## src/rtl/vec_pkg.sv

```systemverilog
// Shared types and default widths for the vector memory-access stage.
package vec_pkg;

   localparam int VEC_W   = 192;
   localparam int BEAT_W  = 64;
   localparam int SADDR_W = 21;

   typedef enum logic [1:0] {
      MOP_NONE  = 2'b00,
      MOP_LOAD  = 2'b01,
      MOP_STORE = 2'b10
   } mem_op_t;

   typedef enum logic [1:0] {
      IDLE,
      XFER,
      DRAIN,
      DONE
   } vms_state_t;

endpackage

```

## src/rtl/beat_assembler.sv

```systemverilog
// Collects load beats into the wide result register. Each read beat returns one
// cycle after issue, so the write index is a registered copy of the issue index.
module beat_assembler
   import vec_pkg::*;
#(
   parameter int DATA_W = vec_pkg::VEC_W,
   parameter int BEAT_W = vec_pkg::BEAT_W,
   parameter int IDX_W  = 2
) (
   input  logic                 clk,
   input  logic                 rst,
   input  logic                 issue_i,
   input  logic [IDX_W-1:0]     issue_idx_i,
   input  logic [BEAT_W-1:0]    beat_i,
   output logic [DATA_W-1:0]    data_o
);

   localparam int NBEATS = DATA_W / BEAT_W;

   logic [NBEATS-1:0][BEAT_W-1:0] data_q;
   logic                          cap_q;
   logic [IDX_W-1:0]              idx_q;

   always_ff @(posedge clk) begin
      if (rst) begin
         cap_q  <= 1'b0;
         idx_q  <= '0;
         data_q <= '0;
      end else begin
         cap_q <= issue_i;
         idx_q <= issue_idx_i;
         if (cap_q) begin
            data_q[idx_q] <= beat_i;
         end
      end
   end

   assign data_o = data_q;

endmodule

```

## src/rtl/vec_mem_stage.sv

```systemverilog
// Vector memory-access stage: splits one wide load/store into narrow beats
// against a synchronous data memory, stalling the front of the pipe meanwhile.
//
// state | meaning
// IDLE  | no transfer; accepts a memory op (pass-through otherwise)
// XFER  | issuing one beat per cycle, cnt = beat index
// DRAIN | load only: last read beat returning
// DONE  | one-cycle completion pulse, result stable
module vec_mem_stage
   import vec_pkg::*;
#(
   parameter int DATA_W = vec_pkg::VEC_W,
   parameter int BEAT_W = vec_pkg::BEAT_W,
   parameter int ADDR_W = vec_pkg::SADDR_W
) (
   input  logic                 clk,
   input  logic                 rst,
   input  logic                 valid,
   input  logic [1:0]           mem_op,
   input  logic [ADDR_W-1:0]    addr,
   input  logic [DATA_W-1:0]    wdata,
   output logic                 stall,
   output logic                 done,
   output logic [DATA_W-1:0]    mem_data,
   output logic                 mem_en,
   output logic                 mem_we,
   output logic [ADDR_W-1:0]    mem_addr,
   output logic [BEAT_W-1:0]    mem_wdata,
   input  logic [BEAT_W-1:0]    mem_rdata
);

   localparam int NBEATS = DATA_W / BEAT_W;
   localparam int CNT_W  = (NBEATS > 1) ? $clog2(NBEATS) : 1;
   localparam logic [CNT_W-1:0] LAST_BEAT = CNT_W'(NBEATS - 1);

   vms_state_t                    state_q;
   logic [CNT_W-1:0]              cnt_q;
   logic                          store_q;
   logic [ADDR_W-1:0]             base_q;
   logic [NBEATS-1:0][BEAT_W-1:0] wdata_q;
   logic                          accept;

   assign accept = (state_q == IDLE) && valid && (mem_op != MOP_NONE);

   always_ff @(posedge clk) begin
      if (rst) begin
         state_q <= IDLE;
         cnt_q   <= '0;
      end else begin
         case (state_q)
            IDLE: begin
               if (accept) begin
                  state_q <= XFER;
                  cnt_q   <= '0;
               end
            end
            XFER: begin
               cnt_q <= cnt_q + 1'b1;
               if (cnt_q == LAST_BEAT) begin
                  cnt_q   <= '0;
                  state_q <= store_q ? DONE : DRAIN;
               end
            end
            DRAIN:   state_q <= DONE;
            DONE:    state_q <= IDLE;
            default: state_q <= IDLE;
         endcase
      end
   end

   // Operands are captured only on accept; bit1 set means store, so 2'b11 stores.
   always_ff @(posedge clk) begin
      if (accept) begin
         base_q  <= addr;
         wdata_q <= wdata;
         store_q <= mem_op[1];
      end
   end

   assign stall     = accept || (state_q == XFER) || (state_q == DRAIN);
   assign done      = (state_q == DONE);
   assign mem_en    = (state_q == XFER) && !rst;
   assign mem_we    = mem_en && store_q;
   assign mem_addr  = base_q + ADDR_W'(cnt_q);
   assign mem_wdata = wdata_q[cnt_q];

   beat_assembler #(
      .DATA_W (DATA_W),
      .BEAT_W (BEAT_W),
      .IDX_W  (CNT_W)
   ) u_asm (
      .clk         (clk),
      .rst         (rst),
      .issue_i     (mem_en && !store_q),
      .issue_idx_i (cnt_q),
      .beat_i      (mem_rdata),
      .data_o      (mem_data)
   );

endmodule

```

## config.mk

```make
export PLATFORM = sky130hd
export DESIGN_NAME = vec_mem_stage
export DESIGN_NICKNAME = d
export VERILOG_FILES = /design/src/rtl/vec_pkg.sv /design/src/rtl/beat_assembler.sv /design/src/rtl/vec_mem_stage.sv
export SDC_FILE = /design/constraint.sdc
export NUM_CORES = 1
export LEC_CHECK = 0
export ABC_CLOCK_PERIOD_IN_PS = 14200
export BUFFER_PORTS_ARGS = -buffer_cell sky130_fd_sc_hd__buf_2
export CORE_AREA = 2 2 221 223
export CTS_BUF_LIST = sky130_fd_sc_hd__clkbuf_2 sky130_fd_sc_hd__clkbuf_4 sky130_fd_sc_hd__clkbuf_8
export DETAILED_ROUTE_END_ITERATION = 16
export DIE_AREA = 0 0 223 225
export PLACE_DENSITY = 0.61
export SETUP_SLACK_MARGIN = 0.1
export SLEW_MARGIN = 0
export SYNTH_ARGS = -nofsm -noshare
export SYNTH_HDL_FRONTEND = slang
export SYNTH_SLANG_ARGS = --single-unit
```

## constraint.sdc

```tcl
create_clock -name clk -period 14.2 [get_ports clk]
set_input_delay 1.42 -clock clk [delete_from_list [all_inputs] [get_ports clk]]
set_output_delay 1.42 -clock clk [all_outputs]
set_load 0.1 [all_outputs]
```

==> qor.yml, run 1 <==
outcome:
  status: "finished, final reports clean"
clock_network:
  clkTransAtPathRegs_ns: 0.05
  cts_setup_buffers: 0
  tritoncts: "done"
  clk_latency_ns: 0.63
  cts_sinks: 413
  postCtsHoldBufs: 0
  cts.path.max_buffers: 3
  clock-root-buffer: "clkbuf_8"
  cts_resized: 0
  htreeDepth: 3
  cts-buffers-inserted: 74
sta:
  drv_slew: 0
  hold_viol: 0
  worst-slew-pin-transition_ns: 1.14
  slew_headroom: 0.239
  max_freq_mhz: 202
  fin_crit_ns: 4.96
  fin_crit_sh: 0.349
  rsz0062_at_grt: "no"
  setup-tns-final_ns: 0
  skew_ns: 0.0238
  setup_viol: 0
die:
  dieArea_sq_um: 50200
  chipWidth_um: 223
  io_pins: 563
  start_util: 0.318
  die_y_um: 225
  core_sq_um: 47500
  row_count: 80
worst_hold_path:
  min_path_type: "reg -> reg"
  whs_path_depth: 2
pwr:
  p_comb_frac: 0.308
  p_sw_w: 0.00151
  clkPwrFrac: 0.289
  ir_worst_vdd_uv: 226
  power.density_nw_per_um2: 187
  power_frac_seq: 0.402
  p_leak_nw: 7.91
  p_sw_frac: 0.406
  power.internal_w: 0.00221
routing:
  wl_um: 46100
  vias: 12000
  routedWlPerCell_um: 17.7
  dr.first_iter.drc_count: 783
  first_pass_iters: 5
  ant_nets: 0
  vias_per_cell: 4.63
  drc: 0
yosys:
  yosysWarnings: 0
  syn_nets: 1653
  synth_top_family_by_area: "simple AND/OR/NAND/NOR gates"
  synth_compound_area_frac: 0.0890
  synthXorXnorAreaFrac: 0.0110
  synthMuxAreaShare: 0.0445
  synth.distinct_cells: 42
  yosys.area_share.simple: 0.133
  synth_area_per_cell_sq_um: 11.1
  ys_seq_elements: 413
  yosys.area_share.adder: 0.00712
  syn_inst: 1363
  netlist_area_sq_um: 15100
  synth_seq_area_share: 0.689
worst_setup_path:
  reg2reg_from: "state_q[0]$_SDFFE_PP0P_"
  end_kind: "primary output"
  cp-startpoint: "cnt_q[0]$_SDFFE_PP0P_"
  crit_arrival_ns: 3.54
  crit_path_max_fanout: 34
  critical_path.endpoint: "mem_addr[18]"
  reg2reg_to: "base_q[10]$_DFFE_PP_"
  reg2reg_depth: 5
  critPathMaxStageDelay_ns: 0.75
  crit_path_start_kind: "register"
  cp_slowest_cell: "dfxtp_4"
  cp_cell_sequence: "ha_1 -> inv_1 -> fa_1 -> nor2b_1 -> nand2_2 -> nor4_2 -> xor2_1 -> buf_2"
  critPathKind: "reg -> out"
  r2r_slack_ns: 11.12
  critPathRequiredTime_ns: 12.78
grt:
  antenna_found_initial: 13
  grt_pass1_vias: 11800
  grt.overflow.total: 0
  track_usage: 0.177
  grt_start_max_net_pins: 177
  grt_first_pass_wirelength_um: 67500
place:
  dp_hpwl_um: 32500
  numPortBuffers: 562
  place_area_sq_um: 18500
  place_congestion: 0.816
cells_and_area:
  area_growth_pct: 31.8
  final_area_sq_um: 19900
  nFillCells: 4627
  nNetsFinal: 2219
  drive_above_1_share: 0.359
flow_run:
  drv_cap: 0
[worst min path at each step]
stage	start	end
2_1_floorplan	store_q$_DFFE_PP_	u_asm.cap_q$_SDFF_PP0_
3_3_place_gp	u_asm.data_o[28]$_SDFFE_PP0P_	u_asm.data_o[28]$_SDFFE_PP0P_
3_5_place_dp	u_asm.data_o[82]$_SDFFE_PP0P_	u_asm.data_o[82]$_SDFFE_PP0P_
4_1_cts	u_asm.data_o[38]$_SDFFE_PP0P_	u_asm.data_o[38]$_SDFFE_PP0P_
5_1_grt	u_asm.data_o[30]$_SDFFE_PP0P_	u_asm.data_o[30]$_SDFFE_PP0P_
6_report	u_asm.data_o[157]$_SDFFE_PP0P_	u_asm.data_o[157]$_SDFFE_PP0P_
[power by group through the flow]
stage	Clock, W	Combinational [W]	Sequential, W
after floorplan	0	0.000819	0.00166
after global placement	0	0.00115	0.00152
after detailed placement	0	0.00116	0.00152
after CTS	0.00111	0.00116	0.00150
after global routing	0.00116	0.00120	0.00151
final	0.00108	0.00115	0.00150
[stage by stage]
step	hold slack [ns]	power [W]	setup WS, ns	utilization	std cells
3_3_place_gp	0.438	0.00267	9.33	0.389	2468
2_1_floorplan	0.433	0.00248	0.961	-	1363
6_report	0.448	0.00372	9.24	0.419	2602
4_1_cts	0.451	0.00377	9.14	0.419	2593
5_1_grt	0.464	0.00387	9.01	0.419	2600
3_5_place_dp	0.444	0.00268	9.27	0.389	2468
[layout by cell type, fill, tap and decap left out, drive strengths merged, types with 2 or more instances in the layout]
| cell type | count |
|---|---|
| nand2 | 456 |
| nand3 | 6 |
| a21oi | 192 |
| mux2i | 66 |
| o21ai | 66 |
| nor3 | 4 |
| a211oi | 2 |
| nand4 | 5 |
| buf | 575 |
| nor4 | 3 |
| xnor2 | 10 |
| clkbuf | 102 |
| diode | 9 |
| clkinv | 18 |
| clkinvlp | 3 |
| nor2b | 2 |
| dfxtp | 199 |
| edfxtp | 214 |
| inv | 10 |
| and2 | 2 |
| xor2 | 9 |
| and4 | 2 |
| ha | 7 |
| nor2 | 11 |
[registers in the layout (all words and copies together), names as in the netlist]
register	cells
wdata_q	192
cnt_q	2
u_asm.cap_q	1
state_q	2
base_q	21
u_asm.idx_q	2
u_asm.data_o	192
store_q	1
[synth_stat cells, drive strengths merged]
library cell / instances / area, sq um
a21oi: 192 / 961
nor3b: 1 / 7.51
buf: 49 / 233
a21o: 1 / 7.51
edfxtp: 214 / 6430
xnor2: 10 / 87.6
o21ai: 66 / 330
or3: 1 / 6.26
and2: 2 / 12.5
clkbuf: 36 / 135
inv: 9 / 33.8
nand4: 5 / 46.3
mux2: 1 / 11.3
ha: 7 / 87.6
nor2: 11 / 41.3
nand3: 6 / 35.0
or3b: 1 / 8.76
xor2: 9 / 78.8
and2b: 1 / 7.51
fa: 1 / 20.0
mux2i: 66 / 661
dfxtp: 199 / 3980
nor4: 3 / 46.3
nor3: 4 / 30.0
a2bb2oi: 1 / 15.0
and3b: 1 / 8.76
and4: 2 / 20.0
nand3b: 1 / 7.51
nand2: 456 / 1710
or2: 1 / 6.26
a22oi: 1 / 7.51
nor2b: 2 / 12.5
a221oi: 1 / 8.76
a211oi: 2 / 15.0
[metal layers]
| layer | track usage | wire (um) |
|---|---|---|
| met1 | 0.202 | 17700 |
| met2 | 0.296 | 22300 |
| met3 | 0.0744 | 4840 |
| met4 | 0.0652 | 1170 |
| met5 | 0 | 38 |
[cells by family after synthesis]
family / Yosys count
compound gates: 264
xor+xnor: 19
fa+ha+maj: 8
buf+inv: 94
flops: 413
mux: 67
simple gates: 498
[worst max-delay path: cells and delay by family (launching register included)]
family / cells / cell delay, ns
adder cells (fa/ha/maj): 2 / 0.68
buffers and inverters: 2 / 0.50
flip-flops: 1 / 0.75
XOR/XNOR: 1 / 0.16
AND/OR/NAND/NOR: 3 / 0.81
[final cells by class]
type                       instances  area [sq um]  area share
sequential                       413         10400       0.523
multi-input combinational        856          4320       0.217
timing repair buffer             575          2930       0.147
clock buffer                     102          1280      0.0642
tap                              615           769      0.0386
clock inverter                    23           153     0.00766
inverter                           9          33.8     0.00170
antenna                            9          22.5     0.00113
Note: power is estimated with default switching activity, not from simulation.
==> run 2, diff against run 1 <==
- ABC_CLOCK_PERIOD_IN_PS: 14200 -> 4820
- clock period: 14.2 -> 4.82 ns (I/O delays scaled with it)
==> qor.yml, run 2 (synthesis gave the netlist of run 1 again) <==
worst_hold_path:
  min_path_type: "in -> reg"
sta:
  setup_viol: 0
  slew_headroom: 0.299
  setup-tns-final_ns: 0
  skew_ns: 0.0255
  fin_crit_sh: 0.876
  worst-slew-pin-transition_ns: 1.05
  fin_ws_ns: 0.596
  whs_ns: 0.0774
  fin_crit_ns: 4.22
  hold_viol: 0
  rsz0062_at_grt: "no"
  max_freq_mhz: 237
  drv_slew: 0
routing:
  wl_um: 50800
  ant_nets: 0
  first_pass_iters: 5
  wl_met2_um: 25200
  drt-met1-wl_um: 20000
  dr_wl_met3_um: 4240
  routedWlPerCell_um: 18.1
  drc: 0
  vias: 13300
  topRoutingLayerUsed: "met5"
  dr.first_iter.drc_count: 865
  vias_per_cell: 4.72
clock_network:
  postCtsHoldBufs: 208
  clk_latency_ns: 0.63
  tritoncts: "done"
  clock-root-buffer: "clkbuf_8"
  cts-buffers-inserted: 72
  cts.path.max_buffers: 3
  cts_sinks: 413
  cts_resized: 0
  clkTransAtPathRegs_ns: 0.07
  htreeDepth: 3
  cts_setup_buffers: 0
worst_setup_path:
  crit_path_start_kind: "register"
  crit_arrival_ns: 3.74
  end_kind: "primary output"
  critPathKind: "reg -> out"
  cp_slowest_cell: "and2b_2"
  critPathMaxStageDelay_ns: 0.82
  critPathRequiredTime_ns: 4.34
  crit_top_cell: "buf_4"
  crit_path_max_fanout: 48
  cp_cell_sequence: "buf_4 -> and2b_2 -> buf_4 -> nand2_1 -> o21ai_0 -> buf_2"
flow_run:
  drv_cap: 0
grt:
  grt_pass1_vias: 13300
  grt_first_pass_wirelength_um: 75000
  grt.overflow.total: 0
  antenna_found_initial: 7
  grt_start_max_net_pins: 174
  track_usage: 0.193
die:
  die_y_um: 225
  row_count: 80
  start_util: 0.318
  chipWidth_um: 223
  io_pins: 563
  core_sq_um: 47500
  dieArea_sq_um: 50200
place:
  place_worst_setup_slack_ns: 1.31
  dp_hpwl_um: 32700
  place_congestion: 0.855
  numPortBuffers: 562
cells_and_area:
  drive_above_1_share: 0.330
  layout.cells.most_common: "buf_2"
  area_growth_pct: 45.7
  final_cell_mix: "561 x buf_2, 455 x nand2_1, 214 x edfxtp_1"
  nNetsFinal: 2424
pwr:
  p_leak_nw: 8.78
  ir_worst_vdd_uv: 555
  power.density_nw_per_um2: 508
outcome:
  status: "finished, final reports clean"
==> run 2: cell count changes in the layout (fill, tap and decap cells not counted), sizes merged <==
cell	change
clkinvlp	-1
buf	-1
diode	-2
clkbuf	+8
clkinv	-4
bufinv	-1
dlygate4sd3	+208
==> run 2: path summary, 6_finish.rpt <==
path | from | end | slack (ns) | cells after the start
setup / recovery | cnt_q[1]$_SDFFE_PP0P_ | mem_wdata[9] | 0.60 | 6
hold / removal | wdata[96] | wdata_q[96]$_DFFE_PP_ | 0.08 | 1
setup reg to reg | cnt_q[1]$_SDFFE_PP0P_ | state_q[0]$_SDFFE_PP0P_ | 2.19 | 5
hold reg to reg | u_asm.data_o[58]$_SDFFE_PP0P_ | u_asm.data_o[58]$_SDFFE_PP0P_ | 0.45 | 2
==> run 2: worst max-delay path, delay by kind of cell (launching register included) <==
kind	cells	cell delay, ns
simple gates	2	0.94
flops	1	0.58
compound gates	1	0.14
buf+inv	3	1.41
==> run 2: power by group <==
group,switching (W),total [W],internal [W]
Clock,0.00143,0.00320,0.00177
Combinational,0.00292,0.00358,0.000662
Sequential,0.000198,0.00441,0.00422
==> run 2: stage by stage <==
stage / util / area [sq um] / instances / power (W)
after floorplan: - / 15100 / 1363 / 0.00720
after global placement: 0.389 / 18500 / 2467 / 0.00786
after detailed placement: 0.389 / 18500 / 2467 / 0.00789
after CTS: 0.463 / 22000 / 2802 / 0.0112
after global routing: 0.463 / 22000 / 2805 / 0.0116
final: 0.463 / 22000 / 2809 / 0.0112
==> run 2: routing by layer <==
metal	track usage	vias to the layer above
met1	0.223	6307
met2	0.335	638
li1	-	6209
met3	0.0628	108
met5	0	-
met4	0.0660	8
==> run 2: cell type report <==
class | instances | area (sq um)
antenna | 7 | 17.5
inverter | 9 | 33.8
timing repair buffer | 782 | 5000
multi-input combinational | 856 | 4350
fill | 4330 | 25500
clock inverter | 17 | 83.8
tap | 615 | 769
clock buffer | 110 | 1350
sequential | 413 | 10400
